==> config.mk <==
export PLATFORM = sky130hd
export DESIGN_NAME = uart_tx_flat
export DESIGN_NICKNAME = d
export VERILOG_FILES = /design/src/rtl/uart_pkg.sv /design/src/rtl/uart_tx_if.sv /design/src/rtl/uart_baud_cnt.sv /design/src/rtl/uart_tx.sv /design/src/flat_wrapper.sv
export SDC_FILE = /design/constraint.sdc
export NUM_CORES = 1
export LEC_CHECK = 0
export CAP_MARGIN = 20
export CORE_ASPECT_RATIO = 0.75
export CORE_UTILIZATION = 45
export DETAILED_ROUTE_END_ITERATION = 10
export GPL_TIMING_DRIVEN = 0
export PLACE_DENSITY = 0.66
export SYNTH_ARGS = -nofsm -noshare
export SYNTH_HDL_FRONTEND = slang
export SYNTH_SLANG_ARGS = --single-unit
export TNS_END_PERCENT = 50
==> constraint.sdc <==
create_clock -name clk -period 1.9 [get_ports clk]
set_input_delay 0.38 -clock clk [delete_from_list [all_inputs] [get_ports clk]]
set_output_delay 0.38 -clock clk [all_outputs]
set_load 0.05 [all_outputs]
==> src/rtl/uart_pkg.sv <==
`default_nettype none
// +--------------------------------------------------------------------------+
// | uart_pkg : framing constants and FSM state type shared by UART TX and RX  |
// | Revision : 1.0                                                           |
// +--------------------------------------------------------------------------+
package uart_pkg;

   localparam int unsigned C_CLK_FREQ  = 50_000_000;
   localparam int unsigned C_BAUD      = 115_200;
   localparam int unsigned C_DATA_BITS = 8;

   typedef enum logic [2:0] {
      IDLE   = 3'd0,
      START  = 3'd1,
      DATA   = 3'd2,
      PARITY = 3'd3,
      STOP   = 3'd4
   } uart_state_e;

endpackage
`default_nettype wire

==> src/rtl/uart_tx_if.sv <==
`default_nettype none
// +--------------------------------------------------------------------------+
// | uart_tx_if : byte handshake and serial line bundle of the UART TX         |
// | Revision   : 1.0                                                         |
// +--------------------------------------------------------------------------+
interface uart_tx_if;

   logic [7:0] tx_data;
   logic       tx_vld;
   logic       tx_rdy;
   logic       tx_uart;
   logic       tx_busy;

   modport master (
      output tx_data,
      output tx_vld,
      input  tx_rdy,
      input  tx_uart,
      input  tx_busy
   );

   modport slave (
      input  tx_data,
      input  tx_vld,
      output tx_rdy,
      output tx_uart,
      output tx_busy
   );

endinterface
`default_nettype wire

==> src/rtl/uart_baud_cnt.sv <==
`default_nettype none
// +--------------------------------------------------------------------------+
// | uart_baud_cnt : bit-period counter, pulses bit_end on the last cycle of   |
// |                 every BAUD_CNT-cycle bit while enabled                    |
// | Revision      : 1.0                                                      |
// +--------------------------------------------------------------------------+
module uart_baud_cnt #(
   parameter int unsigned BAUD_CNT = 434
) (
   input  logic clk,
   input  logic rst_n,
   input  logic en,
   output logic bit_end
);

   localparam int unsigned          C_W    = $clog2(BAUD_CNT);
   localparam logic [C_W-1:0]       C_LAST = C_W'(BAUD_CNT - 1);

   logic [C_W-1:0] r_cnt;

   always_ff @(posedge clk or negedge rst_n) begin
      if (!rst_n) begin
         r_cnt <= '0;
      end else if (!en || r_cnt == C_LAST) begin
         r_cnt <= '0;
      end else begin
         r_cnt <= r_cnt + 1'b1;
      end
   end

   assign bit_end = en && (r_cnt == C_LAST);

endmodule
`default_nettype wire

==> src/rtl/uart_tx.sv <==
`default_nettype none
// +--------------------------------------------------------------------------+
// | uart_tx  : UART transmitter, 8-N-1 (8-E-1 with UART_TX_PARITY_EN),        |
// |            LSB first, one byte per valid/ready handshake                  |
// | Revision : 1.0                                                           |
// +--------------------------------------------------------------------------+
module uart_tx
   import uart_pkg::*;
#(
   parameter int unsigned CLK_FREQ = C_CLK_FREQ,
   parameter int unsigned BAUD     = C_BAUD,
   parameter int unsigned BAUD_CNT = CLK_FREQ / BAUD
) (
   input  logic     clk,
   input  logic     rst_n,
   uart_tx_if.slave tx_if
);

   localparam logic [2:0] C_LAST_BIT = 3'(C_DATA_BITS - 1);

   uart_state_e            r_state;
   uart_state_e            w_next_state;
   logic [C_DATA_BITS-1:0] r_shift;
   logic [C_DATA_BITS-1:0] w_shift_next;
   logic [2:0]             r_bit_cnt;
   logic [2:0]             w_bit_cnt_next;
   logic                   r_tx_uart;
   logic                   w_line_next;
   logic                   w_bit_end;
`ifdef UART_TX_PARITY_EN
   logic                   r_parity;
`endif

   uart_baud_cnt #(
      .BAUD_CNT (BAUD_CNT)
   ) u_baud_cnt (
      .clk     (clk),
      .rst_n   (rst_n),
      .en      (r_state != IDLE),
      .bit_end (w_bit_end)
   );

   always_ff @(posedge clk or negedge rst_n) begin
      if (!rst_n) begin
         r_state   <= IDLE;
         r_shift   <= '0;
         r_bit_cnt <= '0;
         r_tx_uart <= 1'b1;
      end else begin
         r_state   <= w_next_state;
         r_shift   <= w_shift_next;
         r_bit_cnt <= w_bit_cnt_next;
         r_tx_uart <= w_line_next;
      end
   end

`ifdef UART_TX_PARITY_EN
   // Even parity is latched with the byte since the shifter loses the data.
   always_ff @(posedge clk or negedge rst_n) begin
      if (!rst_n) begin
         r_parity <= 1'b0;
      end else if (r_state == IDLE && tx_if.tx_vld) begin
         r_parity <= ^tx_if.tx_data;
      end
   end
`endif

   always_comb begin
      w_next_state   = r_state;
      w_shift_next   = r_shift;
      w_bit_cnt_next = r_bit_cnt;
      w_line_next    = 1'b1;
      case (r_state)
         IDLE: begin
            if (tx_if.tx_vld) begin
               w_next_state = START;
               w_shift_next = tx_if.tx_data;
            end
         end
         START: begin
            if (w_bit_end) w_next_state = DATA;
         end
         DATA: begin
            if (w_bit_end) begin
               w_shift_next = r_shift >> 1;
               if (r_bit_cnt == C_LAST_BIT) begin
                  w_bit_cnt_next = '0;
`ifdef UART_TX_PARITY_EN
                  w_next_state   = PARITY;
`else
                  w_next_state   = STOP;
`endif
               end else begin
                  w_bit_cnt_next = r_bit_cnt + 3'd1;
               end
            end
         end
`ifdef UART_TX_PARITY_EN
         PARITY: begin
            if (w_bit_end) w_next_state = STOP;
         end
`endif
         STOP: begin
            if (w_bit_end) w_next_state = IDLE;
         end
         default: w_next_state = IDLE;
      endcase

      // Line level is derived from the upcoming state so tx_uart stays a pure register.
      case (w_next_state)
         START:   w_line_next = 1'b0;
         DATA:    w_line_next = w_shift_next[0];
`ifdef UART_TX_PARITY_EN
         PARITY:  w_line_next = r_parity;
`endif
         default: w_line_next = 1'b1;
      endcase
   end

   assign tx_if.tx_uart = r_tx_uart;
   assign tx_if.tx_rdy  = (r_state == IDLE);
   assign tx_if.tx_busy = (r_state != IDLE);

endmodule
`default_nettype wire
==> src/flat_wrapper.sv <==
// flat-port wrapper written by rule: the top's interface ports become plain ports
module uart_tx_flat import uart_pkg::*;
#(
   parameter int unsigned CLK_FREQ = C_CLK_FREQ,
   parameter int unsigned BAUD     = C_BAUD,
   parameter int unsigned BAUD_CNT = CLK_FREQ / BAUD
)
  (clk, rst_n, tx_if_tx_data, tx_if_tx_vld, tx_if_tx_rdy, tx_if_tx_uart, tx_if_tx_busy);
  uart_tx_if tx_if_i ();
  input  logic clk;
  input  logic rst_n;
  input wire logic [$bits(tx_if_i.tx_data)-1:0] tx_if_tx_data;
  input wire logic [$bits(tx_if_i.tx_vld)-1:0] tx_if_tx_vld;
  output wire logic [$bits(tx_if_i.tx_rdy)-1:0] tx_if_tx_rdy;
  output wire logic [$bits(tx_if_i.tx_uart)-1:0] tx_if_tx_uart;
  output wire logic [$bits(tx_if_i.tx_busy)-1:0] tx_if_tx_busy;
  assign tx_if_i.tx_data = tx_if_tx_data;
  assign tx_if_i.tx_vld = tx_if_tx_vld;
  assign tx_if_tx_rdy = tx_if_i.tx_rdy;
  assign tx_if_tx_uart = tx_if_i.tx_uart;
  assign tx_if_tx_busy = tx_if_i.tx_busy;
  uart_tx #(.CLK_FREQ(CLK_FREQ), .BAUD(BAUD), .BAUD_CNT(BAUD_CNT)) u_core (.clk(clk), .rst_n(rst_n), .tx_if(tx_if_i));
endmodule
==> qor.csv <==
metric,value,unit
outcome,"finished, final reports clean",
period_share,96.0,%
grt_antenna_before_repair,0,
total_power,1190,uW
die_width,62.0,um
diodes,0,
p_per_area,827,mW/mm2
coreArea,0.00242,mm2
multi_input_area,559,um2
cts_buffer_depth,2,
drive_gt1_share,12.8,%
worstPathCellList,or3_4 > inv_1 > buf_6,
whs,0.340,ns
rsz0062_at_grt,false,
power_frac_clock,19.0,%
drv_slew,0,
clock-skew-final,0.00787,ns
slowest_delay,0.50,ns
critPathMaxFanout,9,
ant_nets,0,
netlist.area_leader.share,47.3,%
slew_headroom,67.6,%
synth_xor_area_share,5.04,%
intPower,829,uW
post_cts_buffers,0,
yosysTopAreaCell,dfrtp_1,
worstSkewPairLatency,0.31,ns
dieArea,0.00292,mm2
vias,824,
worstMarginPinSlew,0.485,ns
cp-end-kind,primary output,
grt_start_max_net_pins,25,
area_delta_synth_final,17.9,%
drt-initial-drc-count,35,
crit_path_start_kind,flop,
ys_seq_area_share,49.5,%
wl_per_cell,13.5,um
setup_viol,0,
crit_family,flip-flops,
yosysUniqueCellTypes,33,
io_pins,14,
start_util,50.2,%
fillers,197,
p_leak,0.000686,uW
synth_area_leaders,"dfrtp_1 (47%), nor2_1 (5.2%), a22o_1 (4.3%), xnor2_1 (4.3%), ha_1 (4.1%)",
syn_avg_cell_area,11.2,um2
swShare,30.1,%
cp.required,1.52,ns
synth_warnings,0,
first_global_vias,775,
place_ws,-0.272,ns
core.rowCount,15,
gp_congestion,0.736,
grt_pass1_wl,3.66,mm
synth_fa_ha_area_share,4.12,%
post_dp_cell_area,0.00139,mm2
finalHoldViolCount,0,
syn-instance-count,109,
clock-root-buffer,clkbuf_4,
worst_path_max_delay_cell,dfrtp_1,
worstPathBufferInverterCount,2,
cap_violations,0,
clkTransAtPathRegs,0.12,ns
synth-compound-area-share,13.4,%
cts_tree,built,
htreeDepth,1,
syn_nets,124,
layout_min_cycle_time,1.82,ns
vdd_ir_drop_max,0.566,mV
synth_top_family_by_area,simple AND/OR/NAND/NOR gates,
clock_sinks,24,
wl,2.15,mm
grt_remaining_overflow,0,
ys_ff_latch,24,
seqCellArea,603,um2
synthSimpleGateAreaFrac,21.2,%
firstDrtPassIters,4,
p_seq_share,59.7,%
fp.dieH,47.0,um
worst_ep_arrival_time,1.44,ns
synth_area,0.00122,mm2
via_per_inst,5.18,
grtUsageTotal,18.2,%
worstSetupPathType,flop to primary output,
worst_slack,0.0765,ns
port_buffers,13,
hp-class,input pin to asynchronous set/reset pin,
drc,0,
cts_buffers,3,
power_switching,356,uW
place_hpwl,1.63,mm
fmax,0.548,GHz
fin_area,0.00143,mm2
cts-hold-fix-buffers,0,
synth_mux_area_share,1.85,%
layout.nets,141,
pwr-share-comb,21.3,%
synthesized netlist by cell type:
library cell / number
dfrtp_1: 23
nor2_1: 17
inv_1: 9
a21o_1: 6
a22o_1: 6
xnor2_1: 6
nand3_1: 5
ha_1: 4
nand2_1: 3
a21oi_1: 2
buf_2: 2
mux2_1: 2
nand2b_1: 2
o21ai_0: 2
or3_1: 2
a2111oi_1: 1
buf_6: 1
clkbuf_2: 1
dfstp_2: 1
nand3b_1: 1
nand4_1: 1
nand4b_1: 1
nand4b_4: 1
nand4bb_1: 1
nand4bb_4: 1
nor3_1: 1
nor4_4: 1
nor4b_2: 1
o311a_1: 1
o311ai_1: 1
o41ai_2: 1
or2_1: 1
xor2_1: 1
routing by layer:
layer  part of all wire [%]  track usage [%]  routed length, um
met1                     52             26.3               1130
met2                     42             24.9                910
met3                    3.7             6.61                 80
met4                    1.4             6.67                 31
met5                      0                0                  0
cell usage in the layout (no fill, tap or decap), types with 2 or more instances in the layout:
cell,synthesis,routed
dfrtp_1,23,22
nor2_1,17,17
clkdlybuf4s50_1,0,10
inv_1,9,9
xnor2_1,6,6
a22o_1,6,6
a21o_1,6,6
nand3_1,5,5
ha_1,4,4
nand2_1,3,3
clkbuf_4,0,3
nand2b_1,2,2
buf_2,2,2
a21oi_1,2,2
buf_6,1,2
o21ai_0,2,2
mux2_1,2,2
power by group through the flow:
stage	clock, uW	sequential (uW)	combinational (uW)
3_5_place_dp	0	717	247
4_1_cts	238	706	248
3_3_place_gp	0	711	239
6_report	226	708	252
2_1_floorplan	0	691	192
5_1_grt	262	719	294
cell families after synthesis:
family,Yosys count
adder cells (fa/ha/maj),4
AO/OA/AOI/OAI,20
XOR/XNOR,7
multiplexers,2
AND/OR/NAND/NOR,39
buffers and inverters,13
flip-flops,24
metrics by stage:
| step | cells | setup TNS (ns) | util (%) |
|---|---|---|---|
| floorplan | 109 | 0 | - |
| global placement | 156 | -0.372 | 57.4 |
| detailed placement | 156 | -0.409 | 57.4 |
| CTS | 160 | -0.0169 | 58.2 |
| global route | 159 | 0 | 59.2 |
| finish | 159 | 0 | 59.2 |
flip-flops by register name, summed over array words and instances (netlist names):
register	cells
u_core.tx_if.tx_uart	1
u_core.r_shift	8
u_core.r_state	3
u_core.u_baud_cnt.r_cnt	9
u_core.r_bit_cnt	3
layout make-up:
class	count	share of cell area (%)
Sequential cell	24	42.1
Timing Repair Buffer	14	10.6
Buffer	2	1.13
Clock buffer	4	1.83
Inverter	9	2.36
Tap cell	34	2.97
Multi-Input combinational cell	72	39.0
path summary, 6_finish.rpt:
path                            cells past startpoint                        from  slack, ns                          to
max in group asynchronous                           2                       rst_n       1.05        u_core.tx_if.tx_uart
min in group clk                                    1           u_core.r_shift[2]       0.49           u_core.r_shift[2]
worst min-delay path                                1                       rst_n       0.34  u_core.u_baud_cnt.r_cnt[0]
worst max register to register                      6  u_core.u_baud_cnt.r_cnt[1]       0.10         u_core.r_bit_cnt[2]
worst max-delay path                                3           u_core.r_state[1]       0.08                tx_if_tx_rdy
worst min register to register                      1           u_core.r_shift[2]       0.49           u_core.r_shift[2]
what timing repair did:
| item | CTS | global route |
|---|---|---|
| pin swaps | 1 | 0 |
| endpoints found under the setup margin | 4 | 2 |
| gates cloned | 0 | 0 |
| resized for setup | 13 | 2 |
| hold endpoints to repair | 0 | 0 |
Note: power is estimated with default switching activity, not from simulation.
